$ cat src/rtl/reg_file_bank.sv
`default_nettype none
// ============================================================================
// Module      : reg_file_bank
// Description : Two-read / one-write register file with write bypass, a
//               per-register pending (scoreboard) bit and a sequential clear.
// Revision    : 1.0 - initial release
// ============================================================================
module reg_file_bank #(
    parameter  int XLEN     = 32,
    parameter  int NREG     = 32,
    parameter  int ZERO_REG = 1,
    parameter  int BYPASS   = 1,
    localparam int AW       = $clog2(NREG)
) (
    input  logic            clk,
    input  logic            rst,
    input  logic [AW-1:0]   a1,
    input  logic [AW-1:0]   a2,
    output logic [XLEN-1:0] rd1,
    output logic [XLEN-1:0] rd2,
    input  logic [AW-1:0]   a3,
    input  logic [XLEN-1:0] wd3,
    input  logic            we3,
    input  logic            clr_req,
    output logic            busy,
    input  logic            rsv_en,
    input  logic [AW-1:0]   rsv_addr,
    output logic            pend1,
    output logic            pend2
);

    localparam logic [AW-1:0] c_LAST = AW'(NREG - 1);
    localparam logic [AW-1:0] c_ONE  = AW'(1);

    typedef enum logic [0:0] {
        S_IDLE  = 1'b0,
        S_CLEAR = 1'b1
    } state_t;

    state_t          r_state;
    state_t          w_state_nxt;
    logic [AW-1:0]   r_cnt;
    logic [XLEN-1:0] r_regs [NREG];
    logic [NREG-1:0] r_pend;

    logic w_busy;
    logic w_wr;
    logic w_rsv;

    assign w_busy = (r_state == S_CLEAR);
    assign w_wr   = !w_busy && we3 && !((ZERO_REG != 0) && (a3 == '0));
    assign w_rsv  = !w_busy && rsv_en && !((ZERO_REG != 0) && (rsv_addr == '0));
    assign busy   = w_busy;
    assign pend1  = r_pend[a1];
    assign pend2  = r_pend[a2];

    always_ff @(posedge clk or negedge rst) begin
        if (!rst) begin
            r_state <= S_IDLE;
        end else begin
            r_state <= w_state_nxt;
        end
    end

    always_comb begin
        w_state_nxt = r_state;
        case (r_state)
            S_IDLE:  if (clr_req) w_state_nxt = S_CLEAR;
            S_CLEAR: if (r_cnt == c_LAST) w_state_nxt = S_IDLE;
            default: w_state_nxt = S_IDLE;
        endcase
    end

    // The sweep zeroes one register per cycle; IDLE traffic is gated off while it runs.
    always_ff @(posedge clk or negedge rst) begin
        if (!rst) begin
            r_cnt  <= '0;
            r_pend <= '0;
            for (int i = 0; i < NREG; i++) begin
                r_regs[i] <= '0;
            end
        end else if (w_busy) begin
            r_regs[r_cnt] <= '0;
            r_cnt         <= r_cnt + c_ONE;
        end else begin
            if (w_wr) begin
                r_regs[a3] <= wd3;
            end
            if (clr_req) begin
                r_cnt  <= '0;
                r_pend <= '0;
            end else if (w_wr) begin
                r_pend[a3] <= 1'b0;
            end
            // Placed last so a reservation beats a same-cycle write or clear.
            if (w_rsv) begin
                r_pend[rsv_addr] <= 1'b1;
            end
        end
    end

    always_comb begin
        rd1 = r_regs[a1];
        if ((BYPASS != 0) && w_wr && (a3 == a1)) rd1 = wd3;
        if (((ZERO_REG != 0) && (a1 == '0)) || w_busy || !rst) rd1 = '0;
    end

    always_comb begin
        rd2 = r_regs[a2];
        if ((BYPASS != 0) && w_wr && (a3 == a2)) rd2 = wd3;
        if (((ZERO_REG != 0) && (a2 == '0)) || w_busy || !rst) rd2 = '0;
    end

endmodule
`default_nettype wire

$ cat config.mk
export PLATFORM = sky130hd
export DESIGN_NAME = reg_file_bank
export DESIGN_NICKNAME = d
export VERILOG_FILES = /design/src/rtl/reg_file_bank.sv
export SDC_FILE = /design/constraint.sdc
export NUM_CORES = 2
export LEC_CHECK = 0
export ABC_CLOCK_PERIOD_IN_PS = 7800
export CAP_MARGIN = 40
export CORE_UTILIZATION = 36
export DETAILED_ROUTE_END_ITERATION = 10
export GPL_TIMING_DRIVEN = 0
export PLACE_DENSITY = 0.56
export SLEW_MARGIN = 20
export SYNTH_ARGS = -nofsm -noshare
export SYNTH_HDL_FRONTEND = slang
export SYNTH_SLANG_ARGS = --single-unit
$ cat constraint.sdc
create_clock -name clk -period 7.8 [get_ports clk]
set_input_delay 2.34 -clock clk [delete_from_list [all_inputs] [get_ports clk]]
set_output_delay 2.34 -clock clk [all_outputs]
set_load 0.03 [all_outputs]
==> results_dict.tcl <==
set metrics [dict create \
    dp_slack_ns -1.58 \
    power.leakage_uw 0.0281 \
    slew_viol_final 0 \
    slew_headroom_pct 33.8 \
    multi_input_area_um2 26800 \
    cp_data_required_time_ns 5.46 \
    cpMaxStageDelayCell "clkdlybuf4s50_1" \
    drive_gt1_share_pct 22.6 \
    muxShareOfSynthArea_pct 21.1 \
    placed_cells 6345 \
    die_h_um 392 \
    syn_area_um2 54900 \
    cts_tree "yes" \
    syn_nets 4235 \
    syn_avg_cell_area_um2 13.2 \
    end_kind "output port" \
    design.core.area_um2 150000 \
    grt_pass1_wl_um 348000 \
    p_seq_share_pct 42.2 \
    yosysWarnings 0 \
    fin_crit_sh_pct 101 \
    ir_drop_uv 177 \
    num_rows 142 \
    sw_frac_of_total_pct 31.2 \
    synth_edf_count 0 \
    synth_simple_gate_area_share_pct 1.89 \
    synth-xor-area-share_pct 0.176 \
    remaining_drc_errors 0 \
    clock_sink_count 1062 \
    ys_seq_elements 1062 \
    detail_route.vias_per_cell 6.77 \
    power_switching_uw 4790 \
    worst-path-buf-inv 8 \
    hold_violations 0 \
    synth_cells 4173 \
    worst_slew_pin_slew_ns 0.993 \
    run_status "complete, but fails checks" \
    fin_area_um2 64600 \
    die_area_um2 154000 \
    cts_inserted_buffers 115 \
    intPower_uw 10600 \
    nets 4532 \
    grt_overflow_total 0 \
    hold_path.class "register to register" \
    setup.worst_path.class "input pin to output port" \
    final_util_pct 42.9 \
    htree_levels 3 \
    synth_seq_area_share_pct 48.4 \
    post_drt_wl_per_cell_um 38.1 \
    cp-start-kind "input pin" \
    slowest_delay_ns 0.63 \
    ys_async_sr_fraction_pct 100 \
    worst_slack_ns -0.0650 \
    vias 44600 \
    grt_use_total_pct 32.3 \
    finalPower_uw 15400 \
    clock_tree.buffer_depth 3 \
    regArea_um2 26600 \
    clock_latency_ns 0.73 \
    cts.clk_slew.worst_paths_ns 0.07 \
    portBuffers 80 \
    cts_root_buf "clkbuf_16" \
    clock_power_share_pct 37.9 \
    post-dp-hpwl_um 192000 \
    fmax_mhz 127 \
    synth_top_family_by_area "compound AO/OA/AOI/OAI gates" \
    gp_congestion 1.02 \
    antenna_left 0 \
    io_pins 124 \
    antenna_found_initial 9 \
    skew_ns 0.0204 \
    drt_first_pass_iters 6 \
    initial_core_util_pct 36.5 \
    cp_cell_sequence "clkdlybuf4s50_1 > buf_2 > buf_8 > clkinv_2 > nor2_4 > buf_12 > buf_4 > clkbuf_2 > a22oi_2 > a21oi_1 > a211o_1 > clkdlybuf4s15_2" \
    pwr_density_cell_nw_per_um2 238 \
    setup_violations 4 \
    synth_adder_area_share_pct 0.114 \
    dieWidth_um 392 \
    fin_cells 6589 \
    finalWirelength_um 251000 \
    critPathTopFamily "buffers and inverters" \
    ctsHoldBuffers 0 \
    grt_max_degree 143 \
    pwr-share-comb_pct 19.9 \
    syn_to_final_growth_pct 17.7 \
    period_needed_ns 7.86 \
    path_max_fanout 10 \
    grt_setup_unrepaired "false" \
    synth_compound_area_share_pct 24.3 \
    violations "setup timing" \
    grt_pass1_vias 43900 \
    dominantRegCellSynth "dfrtp_1" \
    placedInstanceArea_um2 59300 \
    drt_iter0_drc 6276 \
    yosys.cell_types.count 44 \
    maxCapViolCount 0 \
    fill_cells 13900 \
    arrival_ns 5.52 \
]
state kept, by name, summed over array words and instances (netlist names):
name	count
r_regs	1024
busy	1
r_pend	32
r_cnt	5
cells in the final DEF, fill, tap and decap left out, types with 46 or more instances in the layout:
| cell type | count |
|---|---|
| clkbuf_2 | 59 |
| o21ai_0 | 96 |
| buf_4 | 50 |
| a22oi_2 | 68 |
| clkbuf_16 | 121 |
| buf_1 | 46 |
| a22oi_1 | 124 |
| buf_2 | 53 |
| a22o_1 | 994 |
| dfrtp_1 | 1062 |
| a211o_1 | 58 |
| buf_6 | 50 |
| mux4_2 | 394 |
| mux2i_1 | 266 |
| a221oi_1 | 102 |
| a21oi_1 | 161 |
| clkbuf_1 | 361 |
| nand2_1 | 66 |
cells by family (layout without fill, tap and decap cells):
kind of cell | after synthesis | after routing
xor+xnor | 11 | 11
simple gates | 211 | 211
flops | 1062 | 1062
mux | 662 | 662
fa+ha+maj | 5 | 5
buf+inv | 558 | 954
compound gates | 1664 | 1664
other cells | 0 | 4
cell type report:
class | instances | share of cell area [%]
diodes | 4 | 0.0155
clock inverters | 54 | 0.899
repair buffers | 181 | 3.36
plain buffers | 549 | 3.87
clock buffers | 162 | 5.23
multi-input cells | 2553 | 41.5
inverters | 8 | 0.0620
flip-flops and latches | 1062 | 41.1
well taps | 2016 | 3.90
layer usage:
metal	vias up	GRT usage, %	part of all wire (%)
li1	17500	-	-
met1	23700	42.5	40
met2	2807	48.0	44
met3	553	10.3	11
met4	10	15.8	5.7
met5	-	0	0.024
synth_stat cells (6+ instances only):
cell,instances,area (µm²)
buf_1,64,240
a21oi_1,163,816
nand3_1,6,30.0
buf_2,72,360
mux2i_1,266,2660
a211o_1,66,578
nand2b_1,13,81.3
nor3_1,9,45.0
nor4_1,7,43.8
o21ai_0,96,480
a22o_1,994,8710
clkbuf_1,411,1540
xnor2_1,10,87.6
inv_1,6,22.5
dfrtp_1,1062,26600
nor2_1,47,176
o32ai_1,6,52.6
mux4_2,394,8870
nand2_1,66,248
a22oi_1,192,1440
and2_1,37,231
a221oi_1,128,1120
worst paths after layout:
check                           slack [ns]  depth (start not counted)                        to                     from
worst max-delay path                 -0.06                         12                   rd2[11]                    a2[4]
worst min-delay path                  0.51                          1   r_regs[998]$_DFFE_PN0P_  r_regs[998]$_DFFE_PN0P_
worst max register to register        4.00                          9   r_regs[166]$_DFFE_PN0P_           busy$_DFF_PN0_
worst min register to register        0.51                          1   r_regs[998]$_DFFE_PN0P_  r_regs[998]$_DFFE_PN0P_
max in group asynchronous             4.36                          5  r_regs[1000]$_DFFE_PN0P_                      rst
min in group asynchronous             1.48                          1   r_regs[697]$_DFFE_PN0P_                      rst
power by group through the flow:
stage / sequential (µW) / clock, µW / combinational [µW]
after floorplan: 6400 / 0 / 1740
after global placement: 6550 / 0 / 2790
after detailed placement: 6530 / 0 / 2890
after CTS: 6450 / 5870 / 2970
after global routing: 6530 / 6080 / 3160
final: 6480 / 5820 / 3060
per-stage QoR:
step | setup TNS (ns) | hold WS, ns
5_1_grt | 0 | 0.530
3_5_place_dp | -88.88 | 0.497
4_1_cts | -0.120 | 0.516
6_report | -0.138 | 0.514
2_1_floorplan | 0 | 0.475
3_3_place_gp | - | 0.491
what timing repair did:
item                       in CTS  in global routing
resized for setup             386                 49
setup endpoints to repair      66                 51
pin swaps                       7                  1
buffers inserted               14                  1
gates cloned                    4                  2
Power figures use the tool's default switching activity.
